$ cat src/rtl/shift_register_univ.sv
// Universal N-bit shift register: parallel load, or shift/rotate by `amount` at one 1-bit step per falling edge.
// Latency: load 1 edge, command amount+1 edges to done; no backpressure, load/start are ignored while busy.
module shift_register_univ #(
    parameter int N  = 8,
    parameter int CW = $clog2(N) + 1
) (
    input  logic          clk,
    input  logic          reset_n,
    input  logic          load,
    input  logic [N-1:0]  I,
    input  logic          start,
    input  logic [2:0]    mode,
    input  logic [CW-1:0] amount,
    input  logic          si,
    output logic [N-1:0]  O,
    output logic          so,
    output logic          busy,
    output logic          done
);

    typedef enum logic {IDLE, SHIFT} state_t;

    state_t        state;
    logic [2:0]    mode_q;
    logic [CW-1:0] cnt;
    logic [N-1:0]  nxt_o;
    logic          nxt_so;

    // One step of the captured operation; reserved codes fall through to hold.
    always_comb begin
        nxt_o  = O;
        nxt_so = so;
        case (mode_q)
            3'b001: begin nxt_o = {O[N-2:0], si};     nxt_so = O[N-1]; end
            3'b010: begin nxt_o = {si, O[N-1:1]};     nxt_so = O[0];   end
            3'b011: begin nxt_o = {O[N-2:0], O[N-1]}; nxt_so = O[N-1]; end
            3'b100: begin nxt_o = {O[0], O[N-1:1]};   nxt_so = O[0];   end
            3'b101: begin nxt_o = {O[N-1], O[N-1:1]}; nxt_so = O[0];   end
            default: begin nxt_o = O;                 nxt_so = so;     end
        endcase
    end

    always_ff @(negedge clk or negedge reset_n) begin
        if (!reset_n) begin
            state  <= IDLE;
            mode_q <= 3'b000;
            cnt    <= '0;
            O      <= '0;
            so     <= 1'b0;
            busy   <= 1'b0;
            done   <= 1'b0;
        end else begin
            done <= 1'b0;
            case (state)
                IDLE: begin
                    if (load) begin
                        O <= I;
                    end else if (start) begin
                        if (amount == '0) begin
                            done <= 1'b1;
                        end else begin
                            mode_q <= mode;
                            cnt    <= amount;
                            busy   <= 1'b1;
                            state  <= SHIFT;
                        end
                    end
                end
                SHIFT: begin
                    O   <= nxt_o;
                    so  <= nxt_so;
                    cnt <= cnt - CW'(1);
                    if (cnt == CW'(1)) begin
                        busy  <= 1'b0;
                        done  <= 1'b1;
                        state <= IDLE;
                    end
                end
                default: state <= IDLE;
            endcase
        end
    end

endmodule

$ cat config.mk
export PLATFORM = sky130hd
export DESIGN_NAME = shift_register_univ
export DESIGN_NICKNAME = d
export VERILOG_FILES = /design/src/rtl/shift_register_univ.sv
export SDC_FILE = /design/constraint.sdc
export NUM_CORES = 1
export LEC_CHECK = 0
export ABC_AREA = 1
export CORE_MARGIN = 3
export CORE_UTILIZATION = 45
export DETAILED_ROUTE_END_ITERATION = 6
export PLACE_DENSITY = 0.77
export RECOVER_POWER = 25
export SLEW_MARGIN = 15
export SYNTH_ARGS = -nofsm -noshare
export SYNTH_HDL_FRONTEND = slang
export SYNTH_SLANG_ARGS = --single-unit
$ cat constraint.sdc
create_clock -name clk -period 3.1 [get_ports clk]
set_input_delay 0.62 -clock clk [delete_from_list [all_inputs] [get_ports clk]]
set_output_delay 0.62 -clock clk [all_outputs]
set_load 0.01 [all_outputs]
==> After elaboration in Yosys (flattened, before gate mapping) <==
Cells that the tools add are included.
{ "totals": {"reg_bits": 19, "latch_bits": 0, "ramBits": 0, "rom_bits": 0, "in_bits": 20, "output_inout_bits": 11, "word_cells": 59, "mem_count": 0} }
{ "op_classes": {"n_addsub": 1, "mul": 0, "n_div": 0, "n_lt_le_gt_ge": 0, "eq_ne": 14, "shift": 0, "mux": 23, "bitwise_logic": 3, "n_reduce_logical": 10} }
{ "ops": {"columns": ["cell", "count"], "rows": [
  ["case mux 8 bit (5 select lines)", 1],
  ["case mux 8 bit (2 select lines)", 1],
  ["2-to-1 mux 1 bit", 12],
  ["2-to-1 mux 4 bit", 3],
  ["!= test 2 bit (second input constant)", 5],
  ["2-to-1 mux 8 bit", 1],
  ["case mux 1 bit (2 select lines)", 4],
  ["case mux 4 bit (2 select lines)", 1],
  ["AND reduction 4 bit", 2],
  ["equality test 3 x 2 -> 1 bit (second input constant)", 2],
  ["equality test 3 bit (second input constant)", 2],
  ["!= test 6 x 1 -> 1 bit (second input constant)", 1],
  ["AND reduction 3 bit", 2],
  ["!= test 5 x 1 -> 1 bit (second input constant)", 1],
  ["equality test 4 x 1 -> 1 bit (second input constant)", 1],
  ["zero test 4 bit", 1],
  ["AND reduction 2 bit", 2],
  ["subtractor 4 x 1 -> 4 bit (second input constant)", 1],
  ["equality test 3 x 1 -> 1 bit (second input constant)", 1],
  ["inverter 1 bit", 3],
  ["OR reduction 3 bit", 1],
  ["!= test 2 x 1 -> 1 bit (second input constant)", 1],
  ["nonzero test 2 bit", 1],
  ["OR reduction 2 bit", 1]
]} }

==> Longest topological paths before layout <==
Gate-level depths: netlist of run 1.
{ "depth": {"depth_word": 5, "ltp_mapped": 10, "ltp_nobuf": 8} }

==> results of run 1 <==
[logic make-up after synthesis]
family,count (synthesis)
xor gates and xnor gates,1
and+or+nand+nor,104
DFF,19
adders and majority gates,2
buffers and inverters,22
AOI/OAI and AO/OA,18
[synth_stat cells (all sizes together)]
cell     n
nand2   50
nand3   24
nor2    20
dfrtn   19
inv     17
o21ai   14
nand4    6
a21oi    4
buf      4
or2      3
ha       2
clkbuf   1
nor3     1
xnor2    1
[report_power, final]
| group | internal, mW | switching [mW] | leakage (nW) |
|---|---|---|---|
| registers | 0.383 | 0.117 | 0.226 |
| logic | 0.481 | 0.587 | 0.632 |
| clock network | 0.0500 | 0.0753 | 0.0150 |
| total | 0.915 | 0.779 | 0.872 |
[metal layers]
metal / track usage / up-vias / part of all wire / wire length [microns]
met5: 0 / - / 0 / 0
met4: 0.0430 / 0 / 0 / 0
met3: 0.0294 / 0 / 0.062 / 177
met2: 0.337 / 35 / 0.51 / 1460
met1: 0.208 / 558 / 0.43 / 1230
li1: - / 636 / - / -
[cell type report]
| type | instances | area (sq um) |
|---|---|---|
| clock buffers | 4 | 26.3 |
| fillers | 238 | 882 |
| inverters | 17 | 63.8 |
| multi-input cells | 125 | 601 |
| flip-flops and latches | 19 | 475 |
| well taps | 30 | 37.5 |
| repair buffers | 51 | 414 |
[what timing repair did]
action	CTS	global route
setup buffers	5	3
hold buffers	0	0
pin swaps	0	5
setup endpoints to repair	14	13
resized for setup	45	10
[flip-flops by register name, indices dropped and copies added (netlist names)]
register and cells:
done 1, mode_q 3, so 1, busy 1, state 1, cnt 4, O 8
[worst min-delay path, delay by kind of cell (launching register included)]
kind / cells / cell delay (ns)
DFF: 1 / 0.42
and+or+nand+nor: 2 / 0.12
[final timing paths]
check | from | slack [ns] | depth (start not counted) | to
worst max-delay path | load | 0.05 | 8 | cnt[0]
worst min-delay path | busy | 0.44 | 2 | busy
worst max register to register | state | 1.30 | 6 | cnt[0]
worst min register to register | busy | 0.44 | 2 | busy
max in group asynchronous | reset_n | 0.51 | 2 | O[2]
min in group asynchronous | reset_n | 2.24 | 2 | O[1]
==> metrics.cfg, run 1 <==
[finish]
stdcell_count=246
antenna_cells=0
fin_area_sq_um=1620
finalNetCount=239
final_core_util=0.647
mostFrequentLayoutCell=nand2_1
layout.cells.most_common_list=nand2_1, nand3_1, nor2_1
proportion_of_layout_cells_with_a_drive_suffix_above_1=0.236
area_growth_from_synthesis_to_layout_pct=36.0

[worst_setup_path]
setup.worst_path.class=input pin to flop
cp-end-kind=flop
timing.critical_path.fanout_max=6
critPathBufInv=4
worst_path_largest_cell_delay_ns=0.39
worstPathCellList=clkdlybuf4s50_1 > inv_1 > nand2_1 > nand2_2 > o21ai_2 > inv_2 > buf_4 > o21ai_1
crit_family=buffers and inverters
critical_path.slowest_cell=clkdlybuf4s50_1
arrival_ns=1.64
critPathRequiredTime_ns=1.69
startpoint_type=input pin

[global_routing]
grt.total_usage=0.179
number_of_antenna_violations_at_the_first_check_in_global_routing=0
grt_first_pass_wirelength_microns=4840
globalRoute.totalOverflow=0
via_count_of_the_first_global_routing_pass=1207
largest_net_degree_at_the_start_of_global_routing=26

[yosys]
biggest_area_contributors_in_the_synthesized_netlist=dfrtn_1, nand2_1, nand3_1, nor2_1, o21ai_0
yosys_warning_total=0
total_standard_cell_area_after_synthesis_sq_um=1190
synth.yosys.seq_area_share=0.400
synth_seq_cells=19
postSynthCellCount=166
synth_fa_ha_area_frac=0.0210
largest_family_of_logic_cells_by_synthesized_area=simple AND/OR/NAND/NOR gates
post_synth.cell_area_avg_sq_um=7.17
yosys_top_cell_by_area=dfrtn_1
netlist.area_leader.share=0.400
synth.lib_cells_used.distinct=19
synthSimpleGateAreaFrac=0.390
synthesis.nets=188
compound_cell_area_share_of_the_yosys_netlist=0.0789
synth-xor-area-share=0.00736
post_synth_mux_area_share=0

[floorplanning]
coreArea_sq_um=2500
initial_utilization=0.476
design.portCount=31
floorplan.die_area_sq_um=3300
die_width_microns=57.4
std_cell_rows=18
floorplan.die.height_microns=57.4

[run_status]
outcome=completed

[placement]
placed_cells=234
dp.final_hpwl_microns=2100
place.gp.congestion=0.779
detailed_place.area_sq_um=1570
i_o_buffers=30
preCtsSetupSlack_ns=-0.438

[timing]
finClkSkew_ns=0.00112
post_route_worst_setup_slack_ns=0.0514
final_report_hold_violation_count=0
rsz0062_at_grt=true
worst_pin_slew_ns=0.797
fin_worst_hold_slack_ns=0.444
fin_setup_tns_ns=0
slew_viol_final=0
final-setup-viol-count=0
relSlewSlack=0.469

[cts]
cts_max_level=1
tritoncts=built
clkSinkCount=19
clock_tree.buffer_depth=2
path_clk_slew_ns=0.07
clk_latency_ns=0.29
cts_inserted_buffers=3
clk_root_buffer_cell=clkbuf_4

[routing]
drc=0
via_per_inst=5.00
firstDrtPassIters=4
route.final.wire_length_microns=2870
drtAntennaViolNets=0
detail_route.wl_per_cell_microns=11.7
drt_iter0_markers=30
route.vias.total=1229

[power]
maximum_vdd_drop_uv=516
pwr_density_cell_nw_per_um2=1050
finalPower_mw=1.69
p_leak_nw=0.872

[worst_hold_path]
worstHoldPathType=flop to flop

[run]
drv_cap=0

Note: power is estimated with default switching activity, not from simulation.
==> inputs of run 2 (changes only) <==
--- a/config.mk
+++ b/config.mk
@@ -6,10 +6,12 @@
 export NUM_CORES = 1
 export LEC_CHECK = 0
 export ABC_AREA = 1
+export CELL_PAD_IN_SITES_DETAIL_PLACEMENT = 1
+export CELL_PAD_IN_SITES_GLOBAL_PLACEMENT = 2
 export CORE_MARGIN = 3
-export CORE_UTILIZATION = 45
+export CORE_UTILIZATION = 28
 export DETAILED_ROUTE_END_ITERATION = 6
-export PLACE_DENSITY = 0.77
+export PLACE_DENSITY = 0.85
 export RECOVER_POWER = 25
 export SLEW_MARGIN = 15
 export SYNTH_ARGS = -nofsm -noshare
==> constraint.sdc (replaced) <==
create_clock -name clk -period 3.1 [get_ports clk]
set_input_delay 0.31 -clock clk [delete_from_list [all_inputs] [get_ports clk]]
set_output_delay 0.31 -clock clk [all_outputs]
set_load 0.01 [all_outputs]
==> metrics.cfg, run 2 (synthesis gave the netlist of run 1 again) <==
[run_status]
outcome=completed

[finish]
proportion_of_layout_cells_with_a_drive_suffix_above_1=0.114  ; -0.122
fillers=526  ; +120%
layout_top_registers=O: 8 flops, cnt: 4 flops, mode_q: 3 flops
finalNetCount=225  ; -5.9%
largest_register_ff_count=8  ; unchanged
area_growth_from_synthesis_to_layout_pct=35.1
mostFrequentLayoutCell=nand2_1
fin_area_sq_um=1610  ; -0.62%
largest_register_by_flop_count=O
layout.cells.most_common_list=nand2_1, nand3_1, nor2_1
antenna_cells=0  ; unchanged

[run]
drv_cap=0  ; unchanged

[floorplanning]
floorplan.die.height_microns=71.2  ; +24%
design.portCount=31  ; unchanged
initial_utilization=0.293  ; -0.183
die_width_microns=71.2  ; +24%
coreArea_sq_um=4060  ; +62%
floorplan.die_area_sq_um=5070  ; +54%
std_cell_rows=23  ; +5

[worst_setup_path]
critPathRequiredTime_ns=2.79  ; +1.10 ns
startpoint_type=flop
worst_r2r_endpoint=cnt[3]
arrival_ns=2.56  ; +0.92 ns
reg2reg_depth=5  ; -1
critical_path.slowest_cell=dfrtn_1
crit_family=flip-flops
cp-end-kind=output pin
ff2ff_setup_slack_ns=1.29  ; about the same
critPathBufInv=1  ; -3
worstPathCellList=dlygate4sd2_1
r2r_start=state
worst_path_largest_cell_delay_ns=0.46  ; +0.07 ns
timing.critical_path.fanout_max=4  ; -2
setup.worst_path.class=flop to output pin

[cts]
clock_tree.buffer_depth=2  ; unchanged
tritoncts=built
clk_root_buffer_cell=clkbuf_8
path_clk_slew_ns=0.05  ; -0.02 ns
cts_max_level=1  ; unchanged
clk_latency_ns=0.27  ; -0.02 ns
number_of_buffers_inserted_for_hold_repair_after_clock_tree_synthesis=0  ; unchanged
clkSinkCount=19  ; unchanged
cts_inserted_buffers=3  ; unchanged

[placement]
detailed_place.area_sq_um=1540  ; -1.9%
preCtsSetupSlack_ns=-0.0924  ; +0.345 ns
i_o_buffers=30  ; unchanged
dp.final_hpwl_microns=2420  ; +15%
place.gp.congestion=0.764  ; -1.9%

[power]
finalPower_mw=1.69  ; -0.15%
pwr_density_cell_nw_per_um2=1050  ; +0.48%
p_leak_nw=0.849  ; -2.7%
maximum_vdd_drop_uv=311  ; -40%

[global_routing]
grt.total_usage=0.138  ; -0.0408
via_count_of_the_first_global_routing_pass=1265  ; +4.8%
grt_first_pass_wirelength_microns=5680  ; +17%
number_of_antenna_violations_at_the_first_check_in_global_routing=0  ; unchanged
globalRoute.totalOverflow=0  ; unchanged
largest_net_degree_at_the_start_of_global_routing=26  ; unchanged

[routing]
route.vias.total=1193  ; -2.9%
route.final.wire_length_microns=3190  ; +11%
via_per_inst=4.73  ; -5.2%
drc=0  ; unchanged
drtAntennaViolNets=0  ; unchanged
drt_iter0_markers=89  ; +200%
detail_route.wl_per_cell_microns=12.7  ; +8.7%
firstDrtPassIters=4  ; unchanged

[timing]
fin_worst_hold_slack_ns=0.428  ; -0.0164 ns
finClkSkew_ns=0.00363  ; +0.00252 ns
worst_pin_slew_ns=1.07  ; +0.269 ns
fin_setup_tns_ns=0  ; unchanged
relSlewSlack=0.290  ; -0.179
final_report_hold_violation_count=0  ; unchanged
slew_viol_final=0  ; unchanged
rsz0062_at_grt=false
post_route_worst_setup_slack_ns=0.226  ; +0.175 ns
final-setup-viol-count=0  ; unchanged

[worst_hold_path]
worstHoldPathType=flop to flop
holdCritStartpoint=so
holdPathStages=2  ; unchanged
hold_end=so

==> run 2: cell types whose count changed in the layout (fill, tap and decap cells not counted), sizes merged <==
cell	previous run	this run
buf	31	6
clkdlybuf4s50	14	19
dlygate4sd2	0	5
dlymetal6s2s	4	6
clkbuf	5	4
clkinv	0	1
dlygate4sd3	1	0
==> run 2: through the flow <==
step                cells  utilization
floorplan             166            -
CTS                   252        0.394
global route          252        0.396
finish                252        0.396
detailed placement    245        0.379
global placement      245        0.379
==> run 2: where the power goes <==
group | total (mW) | switching, mW | leakage (nW) | internal, mW
logic | 0.999 | 0.570 | 0.598 | 0.429
registers | 0.519 | 0.135 | 0.226 | 0.384
clock network | 0.173 | 0.0840 | 0.0255 | 0.0893
==> run 2: routing by layer <==
metal / GRT usage / vias to the layer above / share of wire
met2: 0.239 / 28 / 0.47
met4: 0.0313 / 0 / 0.0053
met3: 0.0341 / 2 / 0.060
met5: 0 / - / 0
li1: - / 609 / -
met1: 0.173 / 554 / 0.46
==> run 2: what timing repair did <==
item | 4_1_cts | 5_1_grt
gates cloned | 0 | 0
setup endpoints to repair | 8 | 8
resized for setup | 5 | 7
buffers inserted | 3 | 0
==> run 2: how the worst max path moves through the flow <==
stage	startpoint	end	slack [ns]	cells past startpoint
final	O[7]	O[7]	0.23	1
after floorplan	amount[0]	cnt[2]	0.49	6
after detailed placement	amount[0]	cnt[2]	-0.09	7
after CTS	O[6]	O[6]	0.007	1
after global placement	amount[2]	cnt[2]	-0.03	7
after global routing	amount[2]	cnt[2]	0.06	7
==> run 2: cell type report <==
type                            count  area [sq um]  share of cell area
Sequential cell                    19           475               0.296
Tap cell                           50          62.6              0.0389
Multi-Input combinational cell    125           589               0.367
Timing Repair Buffer               37           370               0.230
Inverter                           17          63.8              0.0397
Clock inverter                      1          5.00             0.00311
Clock buffer                        3          41.3              0.0257
==> run 2: worst min-delay path: stages, from the launching register on <==
cell and delay [ns]:
dfrtn_1 0.40, nand2_1 0.05, o21ai_0 0.06
